===== src/rtl/demux_pkg.sv =====
// Shared defaults and select decode for the 1-to-4 demultiplexer.
package demux_pkg;

    localparam int DATA_WIDTH_DEF = 1;
    localparam int CNT_WIDTH_DEF  = 16;
    localparam int NUM_OUT        = 4;

    typedef enum logic [1:0] {
        SEL_OUT_1 = 2'd0,
        SEL_OUT_2 = 2'd1,
        SEL_OUT_3 = 2'd2,
        SEL_OUT_4 = 2'd3
    } sel_idx_t;

    function automatic logic [NUM_OUT-1:0] sel_onehot(input sel_idx_t sel);
        logic [NUM_OUT-1:0] oh;
        oh      = '0;
        oh[sel] = 1'b1;
        return oh;
    endfunction

endpackage


===== src/rtl/demux_chan_cnt.sv =====
// Per-output transfer counter: saturates at all-ones, clear beats increment.
module demux_chan_cnt #(
    parameter int CNT_WIDTH = 16
) (
    input  logic                 i_clk,
    input  logic                 i_rst_n,
    input  logic                 i_clr,
    input  logic                 i_inc,
    output logic [CNT_WIDTH-1:0] o_cnt
);

    always_ff @(posedge i_clk or negedge i_rst_n) begin
        if (!i_rst_n) begin
            o_cnt <= '0;
        end else if (i_clr) begin
            o_cnt <= '0;
        end else if (i_inc && (o_cnt != '1)) begin
            o_cnt <= o_cnt + CNT_WIDTH'(1);
        end
    end

endmodule


===== src/rtl/demux_1_to_4.sv =====
// Registered 1-to-4 demultiplexer with per-output saturating transfer counters.
module demux_1_to_4
    import demux_pkg::*;
#(
    parameter int DATA_WIDTH = DATA_WIDTH_DEF,
    parameter int CNT_WIDTH  = CNT_WIDTH_DEF
) (
    input  logic                  i_clk,
    input  logic                  i_rst_n,
    input  logic [DATA_WIDTH-1:0] i_data,
    input  logic                  i_valid,
    input  logic                  i_sel_1,
    input  logic                  i_sel_2,
    input  logic                  i_clr_cnt,
    output logic [DATA_WIDTH-1:0] o_data_1,
    output logic [DATA_WIDTH-1:0] o_data_2,
    output logic [DATA_WIDTH-1:0] o_data_3,
    output logic [DATA_WIDTH-1:0] o_data_4,
    output logic                  o_valid_1,
    output logic                  o_valid_2,
    output logic                  o_valid_3,
    output logic                  o_valid_4,
    output logic [CNT_WIDTH-1:0]  o_cnt_1,
    output logic [CNT_WIDTH-1:0]  o_cnt_2,
    output logic [CNT_WIDTH-1:0]  o_cnt_3,
    output logic [CNT_WIDTH-1:0]  o_cnt_4
);

    // Handshake: i_valid qualifies i_data with no ready, so every valid word is
    // accepted; data is routed even when invalid, and o_valid_N is one-hot or zero.
    sel_idx_t           sel;
    logic [NUM_OUT-1:0] hit;
    logic [NUM_OUT-1:0] inc;

    assign sel = sel_idx_t'({i_sel_2, i_sel_1});
    assign hit = sel_onehot(sel);
    assign inc = hit & {NUM_OUT{i_valid}};

    always_ff @(posedge i_clk or negedge i_rst_n) begin
        if (!i_rst_n) begin
            o_data_1  <= '0;
            o_data_2  <= '0;
            o_data_3  <= '0;
            o_data_4  <= '0;
            o_valid_1 <= 1'b0;
            o_valid_2 <= 1'b0;
            o_valid_3 <= 1'b0;
            o_valid_4 <= 1'b0;
        end else begin
            o_data_1  <= hit[0] ? i_data : '0;
            o_data_2  <= hit[1] ? i_data : '0;
            o_data_3  <= hit[2] ? i_data : '0;
            o_data_4  <= hit[3] ? i_data : '0;
            o_valid_1 <= inc[0];
            o_valid_2 <= inc[1];
            o_valid_3 <= inc[2];
            o_valid_4 <= inc[3];
        end
    end

    demux_chan_cnt #(.CNT_WIDTH(CNT_WIDTH)) u_cnt_1 (
        .i_clk  (i_clk),
        .i_rst_n(i_rst_n),
        .i_clr  (i_clr_cnt),
        .i_inc  (inc[0]),
        .o_cnt  (o_cnt_1)
    );

    demux_chan_cnt #(.CNT_WIDTH(CNT_WIDTH)) u_cnt_2 (
        .i_clk  (i_clk),
        .i_rst_n(i_rst_n),
        .i_clr  (i_clr_cnt),
        .i_inc  (inc[1]),
        .o_cnt  (o_cnt_2)
    );

    demux_chan_cnt #(.CNT_WIDTH(CNT_WIDTH)) u_cnt_3 (
        .i_clk  (i_clk),
        .i_rst_n(i_rst_n),
        .i_clr  (i_clr_cnt),
        .i_inc  (inc[2]),
        .o_cnt  (o_cnt_3)
    );

    demux_chan_cnt #(.CNT_WIDTH(CNT_WIDTH)) u_cnt_4 (
        .i_clk  (i_clk),
        .i_rst_n(i_rst_n),
        .i_clr  (i_clr_cnt),
        .i_inc  (inc[3]),
        .o_cnt  (o_cnt_4)
    );

endmodule


===== config.mk =====
export PLATFORM = sky130hd
export DESIGN_NAME = demux_1_to_4
export DESIGN_NICKNAME = d
export VERILOG_FILES = /design/src/rtl/demux_pkg.sv /design/src/rtl/demux_chan_cnt.sv /design/src/rtl/demux_1_to_4.sv
export SDC_FILE = /design/constraint.sdc
export NUM_CORES = 1
export LEC_CHECK = 0
export CORE_AREA = 4 4 134 136
export DETAILED_ROUTE_END_ITERATION = 7
export DIE_AREA = 0 0 138 140
export GPL_TIMING_DRIVEN = 1
export HOLD_SLACK_MARGIN = 0.1
export PLACE_DENSITY = 0.43
export SETUP_SLACK_MARGIN = 0.4
export SLEW_MARGIN = 10
export SYNTH_ARGS = -nofsm -noshare
export SYNTH_HDL_FRONTEND = slang
export SYNTH_SLANG_ARGS = --single-unit

===== constraint.sdc =====
create_clock -name i_clk -period 3 [get_ports i_clk]
set_input_delay 0.45 -clock i_clk [delete_from_list [all_inputs] [get_ports i_clk]]
set_output_delay 0.45 -clock i_clk [all_outputs]
set_load 0.01 [all_outputs]

==> run summary <==
Final Net Count = 526
clock transition at the registers of the reported paths = 0.06 ns
worst-path cell chain = clkdlybuf4s50_1 -> nand3b_4 -> or4_4 -> or4_1 -> a21oi_1
top-count cell post-synth = dfrtp_1
final std cells w/o fill = 745
Worst Tran Pin Value = 0.959 ns
wire per inst = 15.8 µm
Async SR Flop Fraction = 1.00
Power Total = 2.09 mW
vias per inst = 5.06
clock latency at the later pin of the worst-skew pair = 0.33 ns
largest net degree at the start of global routing = 77
Die ar. = 19,300 µm²
dpl hpwl = 8.21 mm
die height = 140 µm
HP Class = primary input to asynchronous set/reset pin
FP Rows = 48
synth top area cells = dfrtp_1 44%, mux2_2 4.9%, a21oi_1 4.5%
# IOs = 79
mapped cell area = 4110 µm²
area grow syn2layout = 31.9%
CTS root buf = clkbuf_16
fmax = 435 MHz
Post-synth EDFFs = 0
GRT Total Usage = 0.126
via count = 3,770
Max-slew headroom = 0.361
vias in the first global route = 3,876
Top delay family on crit path = simple AND/OR/NAND/NOR gates
max-slew violations = 0
critical path class = primary input to flip-flop
PostCTS Resize Cnt = 0
maximum vdd drop = 0.000255 V
RSZ-0062 raised after global routing = no
Core Area = 16,900 µm²
CTS HTree Levels = 3
Setup TNS = 0 ns
outcome = complete, no violations
top cells by count, synth = 72 x dfrtp_1, 37 x a21oi_1, 30 x nand2_1
count of final setup violators = 0
final core occ = 0.320
antenna violations before repair = 0
syn_nets = 446
GPL Wtd Cong = 0.748
placed cell count = 729
Synth cell types = 54
drt initial violations = 241
Layout fillers = 1,770
CP max-delay cell = clkdlybuf4s50_1
Inserted Clock Buffers = 9
Crit Reg-Reg Startpoint = u_cnt_3.o_cnt[0]$_DFFE_PN0P_
Routed WL = 11.8 mm
crit end category = flip-flop
post-route setup slack = 0.700 ns
top_reg_cell synth = dfrtp_1
Pre-Repair DR Iteration Count = 5
dominant cell type by area after synthesis = dfrtp_1
DP Worst Slack = 0.372 ns
Reg2Reg Depth = 5
CP max FO = 10
GR Overflow Total = 0
Worst Hold Slack = 0.274 ns
PD cells = 384 nW/µm²
Placed Area = 5160 µm²
r2r endpoint = u_cnt_3.o_cnt[14]$_DFFE_PN0P_
R2R Setup Slk = 0.93 ns
Yosys warning total = 0
hold violation count in the final report = 0
Leak Pwr = 2.05 nW
layout cell share with drive strength beyond 1 = 0.110
Worst setup SP type = primary input
first-pass GRT wire length = 20.2 mm
Post-CTS Setup Bufs = 0
CTS tree = yes
Routed Antenna Nets = 0
post-layout minimum cycle time = 2.30 ns
max-capacitance violation count = 0
Antenna Cells = 0
Worst EP arrival = 2.55 ns
Seq cells post-synth = 72
Sink Count = 72
crit path buf inv count = 1
post-synthesis sequential area ratio = 0.438
Post-Synthesis Cells = 435
Die X = 138 µm
Required @ worst endpoint = 3.25 ns
CP peak stage delay = 0.75 ns
synthesized area per cell = 9.45 µm²
drt drc = 0
clk buf depth = 2
final instance area = 5430 µm²
starting density of the core = 0.243
Final Cycle Share = 0.767
port buffer count = 78
share of Yosys cell area claimed by the top area cell type = 0.438
CTS Hold Buffers Added = 0
skew final = 0.00643 ns
worst max-delay path by stage:
stage,start,endpoint,slack [ns],depth (start not counted)
6_report,i_sel_2,u_cnt_3.o_cnt[15]$_DFFE_PN0P_,0.70,5
5_1_grt,i_sel_2,u_cnt_4.o_cnt[15]$_DFFE_PN0P_,0.59,6
4_1_cts,i_sel_2,u_cnt_3.o_cnt[15]$_DFFE_PN0P_,0.71,5
3_5_place_dp,i_sel_2,u_cnt_3.o_cnt[15]$_DFFE_PN0P_,0.37,5
3_3_place_gp,i_sel_2,u_cnt_3.o_cnt[15]$_DFFE_PN0P_,0.42,5
2_1_floorplan,u_cnt_1.o_cnt[0]$_DFFE_PN0P_,u_cnt_1.o_cnt[0]$_DFFE_PN0P_,1.03,5
final cells by class:
type                            instances  area [µm²]  share of cell area
Clock buffer                           16         262              0.0482
Tap cell                              225         282              0.0519
Sequential cell                        72        1800               0.332
Multi-Input combinational cell        334        2200               0.405
Inverter                               11        41.3             0.00761
Timing Repair Buffer                   87         841               0.155
where the power goes:
part           internal [mW]  switching, mW
Clock                  0.585          0.404
Combinational         0.0392         0.0708
Sequential             0.979        0.00691
placed cells by master, fill, tap and decap left out, drive strengths merged, types with 10 or more instances in the layout:
cell / Yosys / final
nor3: 10 / 10
nand4: 24 / 24
clkdlybuf4s50: 0 / 76
and4: 10 / 10
nor2b: 20 / 20
nor2: 29 / 29
or4: 13 / 13
o21ai: 14 / 14
o31ai: 11 / 11
a21oi: 37 / 37
nand3: 27 / 27
buf: 3 / 11
nand2: 30 / 30
clkbuf: 15 / 16
mux2: 19 / 19
dfrtp: 72 / 72
worst register-to-register path: stages (launching register included):
cell     delay [ns]
dfrtp_1        0.42
ha_1           0.25
nand4_1        0.23
or3_1          0.45
or4_1          0.47
a21oi_1        0.16
kinds of logic after synthesis:
kind of cell	synth area share
fa+ha+maj	0.0122
simple gates	0.301
buf+inv	0.0274
mux	0.0642
compound gates	0.157
flops	0.438
flip-flops by register name (all words and copies together), names as in the netlist:
name	flops
u_cnt_4.o_cnt	16
o_data_2	1
o_data_1	1
u_cnt_3.o_cnt	16
o_valid_4	1
o_valid_2	1
o_valid_1	1
o_valid_3	1
o_data_4	1
o_data_3	1
u_cnt_1.o_cnt	16
u_cnt_2.o_cnt	16
layer usage:
| layer | vias to the layer above | share of wire | GRT usage |
|---|---|---|---|
| li1 | 1835 | - | - |
| met1 | 1847 | 0.47 | 0.161 |
| met2 | 70 | 0.48 | 0.210 |
| met3 | 18 | 0.029 | 0.0236 |
| met4 | 0 | 0.021 | 0.0536 |
| met5 | - | 0 | 0 |
(Power assumes the default switching activity.)
